[src/rtl/key_expansion_writer.sv]
// -----------------------------------------------------------------------------
// key_expansion_writer
//
// AES-128 key-schedule engine. Expands a 128-bit cipher key into the 44-column
// round-key table and streams it out one byte per cycle over a single write
// port. Byte word[row][col] lands at address row*ROW_STRIDE + col.
//
// Ports:
//   ap_clk, ap_rst          clock, asynchronous active-high reset
//   ap_start/done/idle/ready ap_ctrl_hs block handshake
//   cipher_key[127:0]       key; byte k = cipher_key[127-8k -: 8] -> col k/4, row k%4
//   sbox_address0/ce0/q0    S-box ROM read port (data one cycle after ce0)
//   word1_address0/ce0/we0/d0  round-key table write port
//   working_key[63:0]       logic-locking key (only with KEY_EXP_LOCK_EN)
//
// Build option:
//   KEY_EXP_LOCK_EN  adds working_key; bit 10 diverts S_IDLE to S_WR and
//                    bit 12 diverts S_SUB to S_DONE. The correct key is all 0.
// -----------------------------------------------------------------------------
module key_expansion_writer #(
    parameter int unsigned ROW_STRIDE = 120,
    parameter int unsigned NUM_COLS   = 44
) (
    input  logic         ap_clk,
    input  logic         ap_rst,
    input  logic         ap_start,
    output logic         ap_done,
    output logic         ap_idle,
    output logic         ap_ready,
    input  logic [127:0] cipher_key,
`ifdef KEY_EXP_LOCK_EN
    input  logic [63:0]  working_key,
`endif
    output logic [7:0]   sbox_address0,
    output logic         sbox_ce0,
    input  logic [7:0]   sbox_q0,
    output logic [8:0]   word1_address0,
    output logic         word1_ce0,
    output logic         word1_we0,
    output logic [7:0]   word1_d0
);

    typedef enum logic [4:0] {
        S_IDLE = 5'b00001,
        S_INIT = 5'b00010,
        S_SUB  = 5'b00100,
        S_WR   = 5'b01000,
        S_DONE = 5'b10000
    } state_e;

    localparam logic [5:0] LAST_COL = 6'(NUM_COLS);
    localparam logic [8:0] STRIDE   = 9'(ROW_STRIDE);

    state_e      state_q, state_d;
    logic [31:0] w_q [4];          // w[i-4] .. w[i-1]
    logic [31:0] w_d [4];
    logic [5:0]  i_q, i_d;         // column being produced
    logic [2:0]  c_q, c_d;         // byte / row / S-box step counter
    logic [7:0]  rcon_q, rcon_d;
    logic [31:0] sw_q, sw_d;       // SubWord(RotWord(w[i-1]))

    logic [31:0] t_word;
    logic [31:0] new_col;
    logic [8:0]  row_base;

`ifdef KEY_EXP_LOCK_EN
    logic unused_lock_bits;
    assign unused_lock_bits = ^{working_key[63:13], working_key[11], working_key[9:0]};
`endif

    // Row 0 is the most significant byte of a column word.
    function automatic logic [7:0] get_byte(input logic [31:0] w, input logic [1:0] r);
        case (r)
            2'd0:    return w[31:24];
            2'd1:    return w[23:16];
            2'd2:    return w[15:8];
            default: return w[7:0];
        endcase
    endfunction

    function automatic logic [7:0] xtime(input logic [7:0] b);
        return {b[6:0], 1'b0} ^ (b[7] ? 8'h1b : 8'h00);
    endfunction

    // Every fourth column mixes in the substituted word and Rcon.
    assign t_word   = (i_q[1:0] == 2'd0) ? (sw_q ^ {rcon_q, 24'h000000}) : w_q[3];
    assign new_col  = w_q[0] ^ t_word;
    assign row_base = STRIDE * {7'd0, c_q[1:0]};

    // NOTE: data registers are reset along with the FSM so a mid-run abort
    // leaves no stale window feeding the next start.
    always_ff @(posedge ap_clk or posedge ap_rst) begin
        if (ap_rst) begin
            state_q <= S_IDLE;
            w_q     <= '{default: '0};
            i_q     <= '0;
            c_q     <= '0;
            rcon_q  <= '0;
            sw_q    <= '0;
        end else begin
            // NOTE: non-blocking so every register samples pre-edge values.
            state_q <= state_d;
            w_q     <= w_d;
            i_q     <= i_d;
            c_q     <= c_d;
            rcon_q  <= rcon_d;
            sw_q    <= sw_d;
        end
    end

    always_comb begin
        // NOTE: every output and next-state value defaulted first, so no path
        // through the case statement can infer a latch.
        state_d        = state_q;
        w_d            = w_q;
        i_d            = i_q;
        c_d            = c_q;
        rcon_d         = rcon_q;
        sw_d           = sw_q;
        ap_done        = 1'b0;
        ap_ready       = 1'b0;
        ap_idle        = 1'b0;
        sbox_ce0       = 1'b0;
        sbox_address0  = '0;
        word1_ce0      = 1'b0;
        word1_we0      = 1'b0;
        word1_address0 = '0;
        word1_d0       = '0;

        unique case (state_q)
            S_IDLE: begin
                ap_idle = !ap_start;
                if (ap_start) begin
                    w_d[0] = cipher_key[127:96];
                    w_d[1] = cipher_key[95:64];
                    w_d[2] = cipher_key[63:32];
                    w_d[3] = cipher_key[31:0];
                    i_d    = '0;
                    c_d    = '0;
                    rcon_d = 8'h01;
                    sw_d   = '0;
`ifdef KEY_EXP_LOCK_EN
                    state_d = working_key[10] ? S_WR : S_INIT;
`else
                    state_d = S_INIT;
`endif
                end
            end

            // Copy the key itself: columns 0..3, c walks the rows.
            S_INIT: begin
                word1_ce0      = 1'b1;
                word1_we0      = 1'b1;
                word1_address0 = row_base + {3'd0, i_q};
                word1_d0       = get_byte(w_q[i_q[1:0]], c_q[1:0]);
                if (c_q == 3'd3) begin
                    c_d = '0;
                    if (i_q == 6'd3) begin
                        i_d     = 6'd4;
                        state_d = S_SUB;
                    end else begin
                        i_d = i_q + 6'd1;
                    end
                end else begin
                    c_d = c_q + 3'd1;
                end
            end

            // Request bytes in RotWord order (rows 1,2,3,0); each ROM result
            // arrives a cycle later and is shifted in, so row 0 ends up in the MSB.
            S_SUB: begin
                if (c_q <= 3'd3) begin
                    sbox_ce0      = 1'b1;
                    sbox_address0 = get_byte(w_q[3], c_q[1:0] + 2'd1);
                end
                if (c_q != 3'd0) begin
                    sw_d = {sw_q[23:0], sbox_q0};
                end
                if (c_q == 3'd4) begin
                    c_d = '0;
`ifdef KEY_EXP_LOCK_EN
                    state_d = working_key[12] ? S_DONE : S_WR;
`else
                    state_d = S_WR;
`endif
                end else begin
                    c_d = c_q + 3'd1;
                end
            end

            S_WR: begin
                word1_ce0      = 1'b1;
                word1_we0      = 1'b1;
                word1_address0 = row_base + {3'd0, i_q};
                word1_d0       = get_byte(new_col, c_q[1:0]);
                if (c_q == 3'd3) begin
                    c_d = '0;
                    w_d = '{w_q[1], w_q[2], w_q[3], new_col};
                    if (i_q[1:0] == 2'd0) begin
                        rcon_d = xtime(rcon_q);
                    end
                    i_d = i_q + 6'd1;
                    if (i_d == LAST_COL) begin
                        state_d = S_DONE;
                    end else if (i_d[1:0] == 2'd0) begin
                        state_d = S_SUB;
                    end else begin
                        state_d = S_WR;
                    end
                end else begin
                    c_d = c_q + 3'd1;
                end
            end

            S_DONE: begin
                ap_done  = 1'b1;
                ap_ready = 1'b1;
                state_d  = S_IDLE;
            end

            default: state_d = S_IDLE;
        endcase
    end

endmodule
[config.mk]
export PLATFORM = sky130hd
export DESIGN_NAME = key_expansion_writer
export DESIGN_NICKNAME = d
export VERILOG_FILES = /design/src/rtl/key_expansion_writer.sv
export SDC_FILE = /design/constraint.sdc
export NUM_CORES = 1
export LEC_CHECK = 0
export ABC_AREA = 0
export CAP_MARGIN = 20
export CELL_PAD_IN_SITES_DETAIL_PLACEMENT = 0
export CELL_PAD_IN_SITES_GLOBAL_PLACEMENT = 1
export CORE_MARGIN = 2
export CORE_UTILIZATION = 41
export CTS_CLUSTER_SIZE = 25
export DETAILED_ROUTE_END_ITERATION = 10
export GPL_TIMING_DRIVEN = 0
export PLACE_DENSITY = 0.91
export SYNTH_ARGS = -nofsm -noshare
export SYNTH_HDL_FRONTEND = slang
export SYNTH_SLANG_ARGS = --single-unit
[constraint.sdc]
create_clock -name ap_clk -period 7.2 [get_ports ap_clk]
set_clock_uncertainty 0.2 [all_clocks]
set_input_delay 1.44 -clock ap_clk [delete_from_list [all_inputs] [get_ports ap_clk]]
set_output_delay 1.44 -clock ap_clk [all_outputs]
set_load 0.02 [all_outputs]
==> impl_metrics.json, run 1 <==
{
  "status": "complete, but fails checks",
  "failed_checks": "DRC",
  "startpoint_type": "flop",
  "arrival_ns": 4.53,
  "die_w_um": 167,
  "syn_to_final_growth_pct": 24.8,
  "first_pass_iters": 11,
  "syn_avg_cell_area_um2": 8.31,
  "power_density_nw_per_um2": 335,
  "cts_tree": "done",
  "dieHeight_um": 167,
  "core.rowCount": 59,
  "ys_seq_elements": 182,
  "hold_violations": 0,
  "path_clk_slew_ns": 0.07,
  "vias_per_cell": 5.92,
  "setup_viol": 0,
  "crit_type": "flop to output pin",
  "finalMaxSlewViolations": 0,
  "grt_remaining_overflow": 0,
  "synthTopCellsByArea": "dfrtp_1 (41%), nand2_1 (12%), a31oi_1 (6.9%), nor2_1 (5.9%), mux2i_1 (5.1%)",
  "worst-endpoint-required_ns": 5.56,
  "worst_pin_slew_ns": 0.824,
  "dp.cells": 1820,
  "rr_startpoint": "i_q[0]$_DFFE_PP0P_",
  "fmax_ghz": 0.162,
  "ios": 170,
  "yosysUniqueCellTypes": 56,
  "clock_path_buffers": 2,
  "syn_inst": 1315,
  "cts_setup_buffers": 0,
  "yosysWarnings": 0,
  "synth_top_area_share_pct": 41.5,
  "end_kind": "output pin",
  "routed_wl_mm": 40.9,
  "p_leak_nw": 5.90,
  "clock_latency_ns": 0.45,
  "dieArea_um2": 28000,
  "grt_max_degree": 130,
  "relSlewSlack_pct": 45.0,
  "portBuffers": 169,
  "final_area_um2": 13600,
  "post-route-period-util_pct": 85.7,
  "min_path_type": "flop to flop",
  "grt_pass1_vias": 10600,
  "initialDrtViolationCount": 1410,
  "min_from": "sw_q[31]$_DFFE_PP0P_",
  "synthArstFlopShare_pct": 100,
  "nets": 1659,
  "p_total_mw": 4.57,
  "wl_per_cell_um": 22.1,
  "synth_ff_type": "dfrtp_1",
  "gp_congestion": 0.981,
  "grt_pass1_wl_mm": 61.7,
  "r2r_cells": 12,
  "drc_errors": 5,
  "ir_drop_mv": 0.165,
  "crit_start": "i_q[0]$_DFFE_PP0P_",
  "core_um2": 26100,
  "cts.sink_count": 182,
  "antennaDiodeCount": 0,
  "drv_cap": 0,
  "final_cells": 1851,
  "ant_nets": 0,
  "hpwl_mm": 31.5,
  "yosysSeqAreaShare_pct": 41.7,
  "drive_gt1_share_pct": 8.11,
  "grt_antenna_before_repair": 0,
  "grtUsageTotal_pct": 28.9,
  "cts_hold_buf": 0,
  "yosys.area.top_type": "dfrtp_1",
  "cp_max_fo": 10,
  "period_needed_ns": 6.17,
  "rsz0062_at_grt": "no",
  "synth_edf_count": 0,
  "placed_area_um2": 13100,
  "initial_utilization_pct": 41.8,
  "numCtsBuffers": 17,
  "min_path_cells": 2,
  "syn_nets": 1470,
  "ctsResizeCount": 0,
  "cts_root_buf": "clkbuf_16",
  "htreeDepth": 4,
  "via_count": 11000,
  "syn_area_um2": 10900
}
## worst paths after layout
| kind | endpoint | slack [ns] |
|---|---|---|
| max in group asynchronous | w_q[16]$_DFFE_PP0P_ | 4.53 |
| hold / removal | sw_q[31]$_DFFE_PP0P_ | 0.33 |
| hold reg to reg | sw_q[31]$_DFFE_PP0P_ | 0.33 |
| min in group asynchronous | state_q[4]$_DFFE_PP0P_ | 1.21 |
| setup / recovery | word1_d0[6] | 1.03 |
| setup reg to reg | w_q[31]$_DFFE_PP0P_ | 3.70 |
## sequential cells by signal (all words and copies together) (netlist names)
signal,cells
rcon_q,8
w_q,128
c_q,3
state_q,5
sw_q,32
i_q,6
## where the power goes
group | switching, mW | total (mW) | internal [mW]
registers | 0.475 | 1.86 | 1.38
clock network | 0.430 | 0.933 | 0.503
logic | 1.04 | 1.78 | 0.743
## cell type report
type	instances	area (um2)
repair buffers	170	1720
flip-flops and latches	182	4560
clock inverters	11	101
well taps	335	419
inverters	17	71.3
multi-input cells	1007	5770
fillers	2510	12500
plain buffers	109	532
clock buffers	20	467
## critical path: stages, from the launching register on
cell	delay, ns
dfrtp_1	0.35
buf_2	0.30
buf_6	0.25
clkbuf_1	0.53
inv_1	0.14
ha_1	0.23
buf_2	0.18
buf_2	0.24
mux2i_1	0.26
xnor2_1	0.13
a221oi_1	0.40
o21ai_0	0.18
a32o_1	0.34
clkdlybuf4s50_1	0.55
## cell usage after synthesis (2+ instances only)
cell and number:
nand2_1 335, dfrtp_1 181, nor2_1 173, a31oi_1 121
mux2i_1 56, buf_2 53, a21oi_1 48, xnor2_1 43
clkbuf_1 39, nand3_1 34, o21ai_0 26, o22ai_1 24
inv_1 16, mux4_2 16, ha_1 15, a21o_1 13
and3_1 12, a211oi_1 10, a32o_1 9, a221oi_1 8
a222oi_1 8, a22o_1 8, buf_4 7, buf_1 6
nand2b_1 6, nor2b_1 5, xor2_1 5, and2_1 4
buf_6 4, nor3_1 2, or2_2 2, or3_1 2
## placed cells by master (no fill, tap or decap), drive strengths merged, types with 10 or more instances in the layout
cell           instances
nor2                 174
ha                    15
a31oi                121
clkdlybuf4s50        169
mux2i                 56
a21oi                 49
nand2                335
inv                   17
nand3                 34
dfrtp                181
o21ai                 28
o22ai                 24
a21o                  13
and3                  12
a211oi                10
xnor2                 43
buf                   71
clkbuf                59
mux4                  16
## logic make-up (layout without fill, tap and decap cells)
| kind of cell | after synthesis | count (layout) | share of synthesized area, % |
|---|---|---|---|
| compound gates | 285 | 285 | 16.9 |
| xor+xnor | 48 | 48 | 3.85 |
| fa+ha+maj | 16 | 16 | 1.90 |
| buf+inv | 126 | 327 | 5.45 |
| flops | 182 | 182 | 41.7 |
| mux | 73 | 73 | 8.53 |
| simple gates | 585 | 585 | 21.7 |
## metrics by stage
step	hold WS, ns	utilization, %	setup WS [ns]	setup TNS, ns
after detailed placement	0.298	50.0	1.61	0
after global routing	0.337	52.2	0.845	0
final	0.329	52.2	1.03	0
after floorplan	0.260	-	0.618	0
after global placement	0.301	49.9	-2.02	-362.57
after CTS	0.319	52.2	1.12	0
## routing by layer
| layer | track usage [%] | up-vias | routed length [um] |
|---|---|---|---|
| met1 | 39.4 | 5323 | 17100 |
| li1 | - | 4938 | - |
| met2 | 46.1 | 590 | 18900 |
| met4 | 11.5 | 0 | 1670 |
| met5 | 0 | - | 0 |
| met3 | 4.92 | 109 | 3330 |
Note: power is estimated with default switching activity, not from simulation.
==> run 2: changes to the inputs <==
--- a/config.mk
+++ b/config.mk
@@ -18,3 +18,4 @@
 export SYNTH_ARGS = -nofsm -noshare
 export SYNTH_HDL_FRONTEND = slang
 export SYNTH_SLANG_ARGS = --single-unit
+export TNS_END_PERCENT = 10
==> results of run 2 <==
No change in the layout: final DEF, timing and power equal those of run 1.
